File: src/rtl/hazard_stall_controller.sv
// Front-end hazard/stall controller living in ID. Produces PC hold, IF/ID hold
// and flush, and ID/EX bubble controls for load-use hazards, taken branches and
// a counted freeze while a multi-cycle mul/div occupies EX. Also keeps a
// saturating count of cycles in which the PC was held.
module hazard_stall_controller #(
    parameter int MD_CYCLES = 4,   // freeze cycles after a mul/div issues, 1..15
    parameter int CNT_W     = 4,   // freeze down-counter width
    parameter int STALL_W   = 32   // implemented stall-counter width, 1..32
) (
    input  logic        Clk,
    input  logic        Reset,
    input  logic [4:0]  ID_Rs,
    input  logic [4:0]  ID_Rt,
    input  logic        ID_UsesRs,
    input  logic        ID_UsesRt,
    input  logic        IDEX_MemRead,
    input  logic [4:0]  IDEX_Rt,
    input  logic        BranchTaken,
    input  logic        ID_MultiCycle,
    output logic        PC_writeOff,
    output logic        IFID_writeOff,
    output logic        IFID_flush,
    output logic        IDEX_bubble,
    output logic        Busy,
    output logic [31:0] StallCount
);

    typedef enum logic {
        RUN = 1'b0,
        MD  = 1'b1
    } state_t;

    localparam logic [CNT_W-1:0] MD_LOAD = CNT_W'(MD_CYCLES);

    state_t             state, state_nxt;
    logic [CNT_W-1:0]   md_cnt, md_cnt_nxt;
    logic [STALL_W-1:0] stall_cnt;
    logic               load_use;

    // Increment that sticks at all-ones instead of wrapping.
    function automatic logic [STALL_W-1:0] sat_inc(input logic [STALL_W-1:0] v);
        return (v == '1) ? v : v + STALL_W'(1);
    endfunction

    // A load in EX whose destination (never r0) is read by the instruction in ID.
    assign load_use = IDEX_MemRead && (IDEX_Rt != 5'd0) &&
                      ((ID_UsesRs && (ID_Rs == IDEX_Rt)) ||
                       (ID_UsesRt && (ID_Rt == IDEX_Rt)));

    // Busy is a straight decode of the one-bit state register.
    assign Busy       = (state == MD);
    assign StallCount = 32'(stall_cnt);

    // Next-state and control decode; hazard outranks branch outranks mul/div issue.
    always_comb begin
        state_nxt     = state;
        md_cnt_nxt    = md_cnt;
        PC_writeOff   = 1'b0;
        IFID_writeOff = 1'b0;
        IFID_flush    = 1'b0;
        IDEX_bubble   = 1'b0;
        case (state)
            RUN: begin
                if (load_use) begin
                    PC_writeOff   = 1'b1;
                    IFID_writeOff = 1'b1;
                    IDEX_bubble   = 1'b1;
                end else if (BranchTaken) begin
                    IFID_flush = 1'b1;
                end else if (ID_MultiCycle) begin
                    state_nxt  = MD;
                    md_cnt_nxt = MD_LOAD;
                end
            end
            MD: begin
                PC_writeOff   = 1'b1;
                IFID_writeOff = 1'b1;
                IDEX_bubble   = 1'b1;
                md_cnt_nxt    = md_cnt - CNT_W'(1);
                if (md_cnt == CNT_W'(1)) begin
                    state_nxt = RUN;
                end
            end
            default: begin
                state_nxt  = RUN;
                md_cnt_nxt = '0;
            end
        endcase
    end

    // State and freeze counter; reset drops any freeze in progress at once.
    always_ff @(posedge Clk or posedge Reset) begin
        if (Reset) begin
            state  <= RUN;
            md_cnt <= '0;
        end else begin
            state  <= state_nxt;
            md_cnt <= md_cnt_nxt;
        end
    end

    // Performance counter of PC-hold cycles.
    always_ff @(posedge Clk or posedge Reset) begin
        if (Reset) begin
            stall_cnt <= '0;
        end else if (PC_writeOff) begin
            stall_cnt <= sat_inc(stall_cnt);
        end
    end

endmodule

File: config.mk
export PLATFORM = sky130hd
export DESIGN_NAME = hazard_stall_controller
export DESIGN_NICKNAME = d
export VERILOG_FILES = /design/src/rtl/hazard_stall_controller.sv
export SDC_FILE = /design/constraint.sdc
export NUM_CORES = 1
export LEC_CHECK = 0
export CORE_MARGIN = 5
export CORE_UTILIZATION = 52
export CTS_BUF_LIST = sky130_fd_sc_hd__clkbuf_4 sky130_fd_sc_hd__clkbuf_8
export DETAILED_ROUTE_END_ITERATION = 7
export PLACE_DENSITY = 0.87
export SYNTH_ARGS = -nofsm -noshare
export SYNTH_HDL_FRONTEND = slang
export SYNTH_SLANG_ARGS = --single-unit
export TNS_END_PERCENT = 5
File: constraint.sdc
create_clock -name Clk -period 7.34 [get_ports Clk]
set_clock_uncertainty 0.15 [all_clocks]
set_input_delay 1.835 -clock Clk [delete_from_list [all_inputs] [get_ports Clk]]
set_output_delay 1.835 -clock Clk [all_outputs]
set_load 0.005 [all_outputs]
After elaboration in Yosys (flattened, before gate mapping)
Index checks and enable logic that the tools add are counted.
{"block": "totals", "romBits": 0, "mem_bits_rw": 0, "wordCells": 36, "latchBits": 0, "mem_count": 0, "ff_bits": 37, "input_bits": 22}
{"block": "classes", "div_mod_pow": 0, "mux": 14, "bitwise_logic": 2, "add_sub_neg": 2, "order_cmp": 0, "shift": 0, "eq_ne": 7, "reduce_logical": 8, "mul": 0}
{"op": "$add A32 B1 Y32 const B", "n": 1}
{"op": "$eq A32 B32 Y1 const B", "n": 1}
{"op": "$mux W4", "n": 3}
{"op": "$eq A5 B5 Y1", "n": 2}
{"op": "$mux W1", "n": 8}
{"op": "$pmux W4 S2", "n": 1}
{"op": "$ne A2 B2 Y1 const B", "n": 3}
{"op": "$reduce_bool A5 Y1", "n": 1}
{"op": "$eq A4 B1 Y1 const B", "n": 1}
{"op": "$logic_and A1 B1 Y1", "n": 4}
{"op": "$pmux W1 S2", "n": 2}
{"op": "$sub A4 B1 Y4 const B", "n": 1}
{"op": "$reduce_and A3 Y1", "n": 1}
{"op": "$not A1 Y1", "n": 2}
{"op": "$reduce_and A2 Y1", "n": 1}
{"op": "$logic_or A1 B1 Y1", "n": 1}

Depth between registers and ports, before layout
Gate-level depths: netlist (run 1).
{"block": "depth", "depth_word": 7, "ltp_mapped": 9}

Least setup slack after synthesis (run 1)
No wires, ideal clock.
{"block": "synth_path", "path_type": "input to output", "startpoint": "input IDEX_Rt[1]", "endpoint": "output IFID_writeOff", "slack_ns": 2.109, "path_buffers": 2, "stages": 6, "required_time_ns": 5.355, "t_arrival_ns": 3.246, "cell_sequence": "or4_1 > o21a_1 > a21oi_1 > buf_2 > inv_1 > buf_4"}
{"block": "synth_via", "elab_chain_len": 6, "word_cells_on_any_way": 10}
{"item": "from (decl)", "line_no": "17", "source": "input logic [4:0] IDEX_Rt,"}
{"item": "$eq A5 B5 Y1, on equally long branches", "line_no": "47, 48"}
{"item": "$logic_and A1 B1 Y1, on equally long branches", "line_no": "47, 48"}
{"item": "$logic_or A1 B1 Y1", "line_no": "47", "source": "((ID_UsesRs && (ID_Rs == IDEX_Rt)) ||"}
{"item": "$logic_and A1 B1 Y1 *", "line_no": "46", "source": "assign load_use = IDEX_MemRead && (IDEX_Rt != 5'd0) &&"}
{"item": "$mux W1 *"}
{"item": "$pmux W1 S2 *"}
{"item": "to (decl)", "line_no": "21", "source": "output logic IFID_writeOff,"}
Mark *: on every way between the ends. The rest lies on a longest branch, timed or not.

Worst setup path after layout (run 1)
{"block": "layout_path", "startpoint": "input IDEX_Rt[1]", "endpoint": "output IFID_flush"}
{"block": "layout_via", "elab_chain_len": 6, "word_cells_on_any_way": 10}
{"item": "$eq A5 B5 Y1, on equally long branches", "line_no": "47, 48"}
{"item": "$logic_and A1 B1 Y1, on equally long branches", "line_no": "47, 48"}
{"item": "$logic_or A1 B1 Y1", "line_no": "47"}
{"item": "$logic_and A1 B1 Y1 *", "line_no": "46"}
{"item": "$mux W1 *", "line_no": "64", "source": "if (load_use) begin"}
{"item": "$mux W1 *", "line_no": "62", "source": "case (state)"}
{"item": "to (decl)", "line_no": "22", "source": "output logic IFID_flush,"}
Marks and branches as above.

==> results.yml, run 1 <==
outcome:
  outcome: "completed"
yosys:
  synth_compound_area_frac: 0.0440
  synth_fa_ha_area_frac: 0.0188
  synthMuxAreaShare: 0.0226
  synthXorXnorAreaFrac: 0.176
  synthFlopType: "dfrtp_1"
  yosysMostFrequentCell: "dfrtp_1"
  yosys.area.top_type: "dfrtp_1"
  synth_cell_types: 38
  yosysSeqAreaShare: 0.465
  synth-simple-area-share: 0.229
  synth.area.top_cells: "dfrtp_1, xor2_1, xnor2_1"
  synth_top_family_by_area: "simple AND/OR/NAND/NOR gates"
  synth_edf_count: 0
  synth_top_area_share: 0.465
  ys_async_sr_fraction: 1.00
  synth.avg_cell_area_um2: 10.3
  ys_seq_elements: 37
  netlist_instances: 193
  yosys_warnings: 0
  netlist_area_um2: 1990
  synth_common_cells: "dfrtp_1, xor2_1, nand2_1, xnor2_1, nor3_1"
  synth_nets: 218
placed_design:
  gp_congestion: 0.780
  portBuffers: 58
  postPlaceCellArea_um2: 2600
  dp_hpwl_mm: 3.27
  post-place-ws_ns: 1.32
global_routing:
  grt_pass1_vias: 1642
  grt_start_max_net_pins: 38
  grt.overflow.total: 0
  grt_use_total: 0.182
  grt_pass1_wl_mm: 7.49
  antenna_found_initial: 0
hold_path:
  hold_path.class: "reg2reg"
  whs_path_depth: 1
  worst_hold_path.endpoint: "StallCount[6]$_DFFE_PP0P_"
  min_from: "StallCount[6]$_DFFE_PP0P_"
route:
  final_antenna_net_count: 0
  viasPerCell: 5.36
  drc: 0
  wl_per_cell_um: 14.5
  routed_wl_mm: 4.38
  dr.pass1.iters: 4
  drt_iter0_drc: 77
  via_count: 1624
die:
  die-area_um2: 5170
  num_io_pins: 59
  core_area_um2: 3690
  start_util: 0.540
  fp.dieW_um: 71.9
  rows: 22
  die_h_um: 71.9
cells_and_area:
  final_nets: 279
  diodes: 0
  finalInstanceArea_um2: 2700
  drive_gt1_frac: 0.0863
  area_delta_synth_final_pct: 35.6
run:
  drv_cap: 0
critical_path:
  startpoint: "IDEX_Rt[1]"
  crit_type: "in2out"
  reg2reg_to: "StallCount[1]$_DFFE_PP0P_"
  critPathMostFrequentCell: "clkdlybuf4s50_1"
  timing.critical_path.fanout_max: 13
  rr_startpoint: "StallCount[8]$_DFFE_PP0P_"
  end_kind: "primary output"
  crit_arrival_ns: 4.03
  max_stage_delay_ns: 0.55
  reg2reg_slack_ns: 4.55
  worstSetupStartpointType: "primary input"
  rr_worst_depth: 5
  slowest_stage: "or4_1"
  required_ns: 5.36
  worstPathCellList: "clkdlybuf4s50_1 > or4_1 > o21a_1 > a21oi_1 > buf_4 > and2_1 > clkdlybuf4s50_1"
timing:
  hold_viol: 0
  setup_viol: 0
  relSlewSlack: 0.693
  worst_slack_ns: 1.33
  rsz0062_at_grt: "false"
  post-route-period-util: 0.819
  worstMarginPinSlew_ns: 0.461
  fin_tns_setup_ns: 0
  slew_violations: 0
  fin_crit_ns: 6.01
  whs_ns: 0.343
  fmax_ghz: 0.166
cts:
  cts_root_buffer: "clkbuf_8"
  tritoncts: "built"
  cts_setup_buffers: 0
  ctsHoldBuffers: 0
  htreeDepth: 2
  cts_buffers: 5
  clk_latency_ns: 0.28
  cts_resized: 0
  clkTransAtPathRegs_ns: 0.07
  cts_buffer_depth: 2
  cts.sinks: 37
power:
  power.total_uw: 670
  p_leak_uw: 0.00121
  power_density_nw_per_um2: 248
  vdd_drop_max_mv: 0.182
[per-layer routing]
layer / part of all wire / GRT usage / wire length [µm]
met1: 0.43 / 0.221 / 1880
met2: 0.51 / 0.318 / 2250
met3: 0.049 / 0.0485 / 213
met4: 0.0091 / 0.0522 / 40
met5: 0 / 0 / 0
[worst max path at each step]
stage | endpoint | slack (ns) | cells after the start
detailed placement | IFID_flush | 1.32 | 7
global placement | IFID_flush | 1.34 | 7
finish | IFID_flush | 1.33 | 7
CTS | IFID_flush | 1.32 | 7
floorplan | IFID_writeOff | 2.11 | 6
global route | IFID_flush | 1.23 | 7
[cell families after synthesis]
kind of cell / after synthesis
AOI/OAI and AO/OA: 11
DFF: 37
buffers and inverters: 17
muxes: 4
and+or+nand+nor: 81
adders and majority gates: 3
xor gates and xnor gates: 40
[area by class of cell]
class / instances / area (µm²)
clock buffers: 7 / 96.3
clock inverters: 1 / 5.00
fillers: 276 / 987
inverters: 11 / 41.3
multi-input cells: 139 / 977
flip-flops and latches: 37 / 926
well taps: 48 / 60.1
repair buffers: 60 / 596
[critical path, delay by kind of cell]
kind                   cells  cell delay (ns)
buffers and inverters      3             1.15
AND/OR/NAND/NOR            2             0.69
AO/OA/AOI/OAI              2             0.35
[power breakdown]
group	leakage [µW]	total [µW]	switching (µW)	internal [µW]
Sequential	0.000467	289	46.8	242
Combinational	0.000689	226	102	124
Clock	0.0000542	155	69.8	84.8
[cell usage in the layout, fill, tap and decap left out, drive strengths merged, types with 2 or more instances in the layout]
| cell type | Yosys | final |
|---|---|---|
| or4 | 3 | 3 |
| clkdlybuf4s50 | 0 | 58 |
| nor2 | 11 | 11 |
| xor2 | 23 | 23 |
| nand4 | 10 | 10 |
| a21oi | 3 | 3 |
| dfrtp | 37 | 37 |
| nor3 | 15 | 15 |
| ha | 3 | 3 |
| inv | 11 | 11 |
| clkbuf | 0 | 7 |
| and2 | 2 | 2 |
| nand3 | 7 | 7 |
| nor4 | 7 | 7 |
| mux2 | 4 | 4 |
| buf | 6 | 2 |
| xnor2 | 17 | 17 |
| or2 | 2 | 2 |
| nand2 | 18 | 18 |
[sequential cells by signal, indices dropped and copies added (netlist names)]
signal / flops
Busy: 1
StallCount: 32
md_cnt: 4
[per-stage QoR]
stage          instances  utilization
6_report             303        0.732
5_1_grt              303        0.732
4_1_cts              303        0.732
3_5_place_dp         295        0.705
3_3_place_gp         295        0.705
2_1_floorplan        193            -
No activity file was read; power rests on OpenSTA's default activity.
==> run 2, diff against run 1 <==
--- a/config.mk
+++ b/config.mk
@@ -6,10 +6,10 @@
 export NUM_CORES = 1
 export LEC_CHECK = 0
 export CORE_MARGIN = 5
-export CORE_UTILIZATION = 52
+export CORE_UTILIZATION = 49
 export CTS_BUF_LIST = sky130_fd_sc_hd__clkbuf_4 sky130_fd_sc_hd__clkbuf_8
 export DETAILED_ROUTE_END_ITERATION = 7
-export PLACE_DENSITY = 0.87
+export PLACE_DENSITY = 0.83
 export SYNTH_ARGS = -nofsm -noshare
 export SYNTH_HDL_FRONTEND = slang
 export SYNTH_SLANG_ARGS = --single-unit
==> constraint.sdc (replaced) <==
create_clock -name Clk -period 6 [get_ports Clk]
set_clock_uncertainty 0.15 [all_clocks]
set_input_delay 1.5 -clock Clk [delete_from_list [all_inputs] [get_ports Clk]]
set_output_delay 1.5 -clock Clk [all_outputs]
set_load 0.005 [all_outputs]
==> run 2 against run 1 <==
Net effect:
- final cell count rose by 0.66%
- global-route usage fell by 0.72 points
- highest routed layer unchanged
- critical path type unchanged
- critical path depth fell by 1
- largest power group unchanged
- sequential share of layout area rose by 0.096 points
- worst setup slack got worse by 0.59 ns
- non-clock buffer count did not move
- combinational power rose by 22%
- die area rose by 5.3%
- via count barely moved
==> results.yml, run 2 (synthesis gave the netlist of run 1 again) <==
cts:
  cts_buffers: 5
  htreeDepth: 2
  cts_resized: 0
  ctsHoldBuffers: 0
  cts.sinks: 37
  cts_buffer_depth: 2
  cts_setup_buffers: 0
  clk_latency_ns: 0.28
  cts_root_buffer: "clkbuf_8"
  clkTransAtPathRegs_ns: 0.07
  tritoncts: "built"
critical_path:
  end_kind: "primary output"
  timing.critical_path.fanout_max: 3
  required_ns: 4.35
  crit_arrival_ns: 3.62
  worstSetupStartpointType: "primary input"
  crit_type: "in2out"
cells_and_area:
  final_nets: 279
  drive_gt1_frac: 0.0863
  most-common-layout-cells: "clkdlybuf4s50_1, dfrtp_1, xor2_1, nand2_1, xnor2_1"
  finalInstanceArea_um2: 2690
  diodes: 0
  area_delta_synth_final_pct: 35.2
  largest_reg_flops: 32
  final_common_cell: "clkdlybuf4s50_1"
timing:
  fin_crit_ns: 5.27
  rsz0062_at_grt: "false"
  hold_viol: 0
  worst_slack_ns: 0.732
  fmax_ghz: 0.190
  slew_violations: 0
  relSlewSlack: 0.695
  worstMarginPinSlew_ns: 0.457
  fin_tns_setup_ns: 0
  setup_viol: 0
  post-route-period-util: 0.878
global_routing:
  grt.met3_usage: 0.0424
  grt_pass1_vias: 1674
  antenna_found_initial: 0
  grt_use_total: 0.175
  busiest_layer: "met2"
  grt_pass1_wl_mm: 7.42
  met1_usage: 0.215
  grt_start_max_net_pins: 38
  met2_usage: 0.295
  grt.overflow.total: 0
die:
  rows: 23
  die_h_um: 73.8
  num_io_pins: 59
  core_area_um2: 3970
  die-area_um2: 5440
  fp.dieW_um: 73.8
  start_util: 0.502
power:
  p_sw_uw: 261
  swShare: 0.324
  clkPwrFrac: 0.221
  pwr-share-comb: 0.342
  p_leak_uw: 0.00121
  p_int_uw: 544
  power_density_nw_per_um2: 299
  pwr-share-seq: 0.438
  vdd_drop_max_mv: 0.227
run:
  drv_cap: 0
route:
  drc: 0
  final_antenna_net_count: 0
  viasPerCell: 5.32
  via_count: 1623
  wl_per_cell_um: 14.1
  dr.pass1.iters: 4
  routed_wl_mm: 4.30
  drt_iter0_drc: 58
outcome:
  outcome: "completed"
placed_design:
  postPlaceCellArea_um2: 2600
  post-place-ws_ns: 0.739
  portBuffers: 58
  gp_congestion: 0.794
  dp_hpwl_mm: 3.32
hold_path:
  hold_path.class: "reg2reg"
[run 2: worst paths after layout]
kind	start	to	slack (ns)	cells past startpoint
max	IDEX_Rt[1]	IFID_flush	0.73	6
min	StallCount[17]$_DFFE_PP0P_	StallCount[17]$_DFFE_PP0P_	0.35	1
max reg2reg	StallCount[8]$_DFFE_PP0P_	StallCount[1]$_DFFE_PP0P_	3.25	5
min reg2reg	StallCount[17]$_DFFE_PP0P_	StallCount[17]$_DFFE_PP0P_	0.35	1
max in group asynchronous	Reset	StallCount[12]$_DFFE_PP0P_	3.91	3
min in group asynchronous	Reset	StallCount[28]$_DFFE_PP0P_	1.47	3
[run 2: critical path, cell delays in order]
cell and delay [ns]:
clkdlybuf4s50_1 0.47, or4_1 0.54, o21a_1 0.22, a21oi_1 0.23, and2_1 0.16, clkdlybuf4s50_1 0.49
[run 2: area by class of cell]
| type | count | area [µm²] |
|---|---|---|
| well taps | 50 | 62.6 |
| fillers | 339 | 1280 |
| clock buffers | 8 | 91.3 |
| multi-input cells | 139 | 977 |
| flip-flops and latches | 37 | 926 |
| repair buffers | 60 | 596 |
| inverters | 11 | 41.3 |
[run 2: metal layers]
metal,part of all wire,vias to the layer above
met4,0.013,0
met2,0.51,42
met5,0,-
met3,0.057,5
li1,-,785
met1,0.42,791
[run 2: through the flow]
stage | util | power, µW | std cells | hold slack [ns]
after floorplan | - | 519 | 193 | 0.328
after global placement | 0.655 | 625 | 297 | 0.325
after detailed placement | 0.655 | 634 | 297 | 0.336
after CTS | 0.678 | 816 | 305 | 0.350
after global routing | 0.678 | 860 | 305 | 0.375
final | 0.678 | 804 | 305 | 0.346
[run 2: power by group through the flow]
| stage | sequential, µW | clock, µW | combinational, µW |
|---|---|---|---|
| after floorplan | 348 | 0 | 170 |
| after CTS | 352 | 184 | 280 |
| after global routing | 359 | 193 | 309 |
| after detailed placement | 356 | 0 | 278 |
| final | 352 | 177 | 275 |
| after global placement | 354 | 0 | 270 |
==> run 3, diff against run 2 <==
--- a/config.mk
+++ b/config.mk
@@ -5,11 +5,13 @@
 export SDC_FILE = /design/constraint.sdc
 export NUM_CORES = 1
 export LEC_CHECK = 0
+export CELL_PAD_IN_SITES_DETAIL_PLACEMENT = 1
+export CELL_PAD_IN_SITES_GLOBAL_PLACEMENT = 1
 export CORE_MARGIN = 5
-export CORE_UTILIZATION = 49
+export CORE_UTILIZATION = 37
 export CTS_BUF_LIST = sky130_fd_sc_hd__clkbuf_4 sky130_fd_sc_hd__clkbuf_8
 export DETAILED_ROUTE_END_ITERATION = 7
-export PLACE_DENSITY = 0.83
+export PLACE_DENSITY_LB_ADDON = 0.1
 export SYNTH_ARGS = -nofsm -noshare
 export SYNTH_HDL_FRONTEND = slang
 export SYNTH_SLANG_ARGS = --single-unit
==> run 3 against run 2 <==
Net effect:
- via count rose by 1.4%
- sequential power hardly changed
- utilization decreased by 15 points
- combinational power up 5%
- final area is 0.93% higher
- worst setup slack got worse by 0.028 ns
- hold slack got worse by 0.0016 ns
- routed wire length up 19%
==> results.yml, run 3 (synthesis gave the netlist of run 1 again) <==
outcome:
  outcome: "completed"
global_routing:
  grt_pass1_wl_mm: 8.98
  grt.met3_usage: 0.0525
  antenna_found_initial: 0
  busiest_layer: "met2"
  grt_pass1_vias: 1833
  met2_usage: 0.262
  grt_use_total: 0.157
  grt.overflow.total: 0
  grt_start_max_net_pins: 38
  met1_usage: 0.192
placed_design:
  portBuffers: 58
  dp_hpwl_mm: 3.87
  place_inst: 317
  gp_congestion: 0.775
critical_path:
  timing.critical_path.fanout_max: 3
  reg2reg_slack_ns: 3.18
  rr_worst_depth: 5
  end_kind: "primary output"
  crit_type: "in2out"
  worstSetupStartpointType: "primary input"
  crit_arrival_ns: 3.65
  required_ns: 4.35
cts:
  cts_setup_buffers: 0
  clk_latency_ns: 0.29
  htreeDepth: 2
  ctsHoldBuffers: 0
  cts.sinks: 37
  cts_buffers: 5
  tritoncts: "built"
  clkTransAtPathRegs_ns: 0.07
  cts_root_buffer: "clkbuf_8"
  cts_resized: 0
  cts_buffer_depth: 2
timing:
  slew_violations: 0
  worstMarginPinSlew_ns: 0.464
  fmax_ghz: 0.189
  rsz0062_at_grt: "false"
  hold_viol: 0
  setup_viol: 0
  post-route-period-util: 0.883
  fin_crit_ns: 5.30
  relSlewSlack: 0.690
  fin_tns_setup_ns: 0
cells_and_area:
  final_common_cell: "clkdlybuf4s50_1"
  drive_gt1_frac: 0.0863
  area_delta_synth_final_pct: 36.5
  diodes: 0
  final_nets: 279
  largest_reg_flops: 32
  finalNonFillerCells: 325
  most-common-layout-cells: "clkdlybuf4s50_1, dfrtp_1, xor2_1, nand2_1, xnor2_1"
  fill_cells: 590
die:
  num_io_pins: 59
  rows: 26
  fp.dieW_um: 83.4
  start_util: 0.385
  core_area_um2: 5170
  die_h_um: 83.4
  die-area_um2: 6950
route:
  final_antenna_net_count: 0
  drt_iter0_drc: 71
  wl_per_cell_um: 15.8
  drc: 0
  viasPerCell: 5.06
  via_count: 1645
  dr.pass1.iters: 4
  routed_wl_mm: 5.13
power:
  vdd_drop_max_mv: 0.148
  power_density_nw_per_um2: 303
  swShare: 0.339
  pwr-share-comb: 0.350
  p_sw_uw: 280
  clkPwrFrac: 0.222
  pwr-share-seq: 0.428
  p_leak_uw: 0.00121
  p_int_uw: 545
hold_path:
  whs_path_depth: 1
  hold_path.class: "reg2reg"
run:
  drv_cap: 0
-- run 3: cell counts in the layout (fill, tap and decap cells not counted) --
No cell type changed its count.
-- run 3: path summary, 6_finish.rpt --
kind                                            start                          to
max                                        IDEX_Rt[1]                  IFID_flush
min                        StallCount[29]$_DFFE_PP0P_  StallCount[29]$_DFFE_PP0P_
max reg2reg                 StallCount[8]$_DFFE_PP0P_   StallCount[1]$_DFFE_PP0P_
min reg2reg                StallCount[29]$_DFFE_PP0P_  StallCount[29]$_DFFE_PP0P_
max in group asynchronous                       Reset  StallCount[13]$_DFFE_PP0P_
min in group asynchronous                       Reset  StallCount[16]$_DFFE_PP0P_
-- run 3: per-layer routing --
metal | up-vias | share of wire
met2 | 30 | 0.49
met3 | 8 | 0.050
met1 | 819 | 0.44
li1 | 788 | -
met5 | - | 0
met4 | 0 | 0.014
-- run 3: per-stage QoR --
step / setup WS (ns) / hold WS, ns / utilization / instance area [µm²] / power (µW)
global placement: 0.748 / 0.330 / 0.508 / 2630 / 633
CTS: 0.678 / 0.347 / 0.526 / 2720 / 837
finish: 0.704 / 0.344 / 0.526 / 2720 / 825
global route: 0.571 / 0.359 / 0.526 / 2720 / 883
detailed placement: 0.698 / 0.331 / 0.508 / 2630 / 650
floorplan: 1.44 / 0.328 / - / 1990 / 519
-- run 3: worst max-delay path: stages --
cell	delay (ns)
clkdlybuf4s50_1	0.47
or4_1	0.55
o21a_1	0.22
a21oi_1	0.24
and2_1	0.17
clkdlybuf4s50_1	0.51
-- run 3: power by group through the flow --
stage	logic [µW]	registers, µW	clock network [µW]
after detailed placement	291	359	0
after global placement	276	358	0
after CTS	296	355	186
after floorplan	170	348	0
final	288	353	183
after global routing	321	363	199
-- run 3: final cells by class --
| class | count | area (µm²) | share of cell area |
|---|---|---|---|
| clock buffer | 8 | 91.3 | 0.0336 |
| tap | 70 | 87.6 | 0.0322 |
| inverter | 11 | 41.3 | 0.0152 |
| timing repair buffer | 60 | 596 | 0.219 |
| multi-input combinational | 139 | 977 | 0.359 |
| sequential | 37 | 926 | 0.341 |
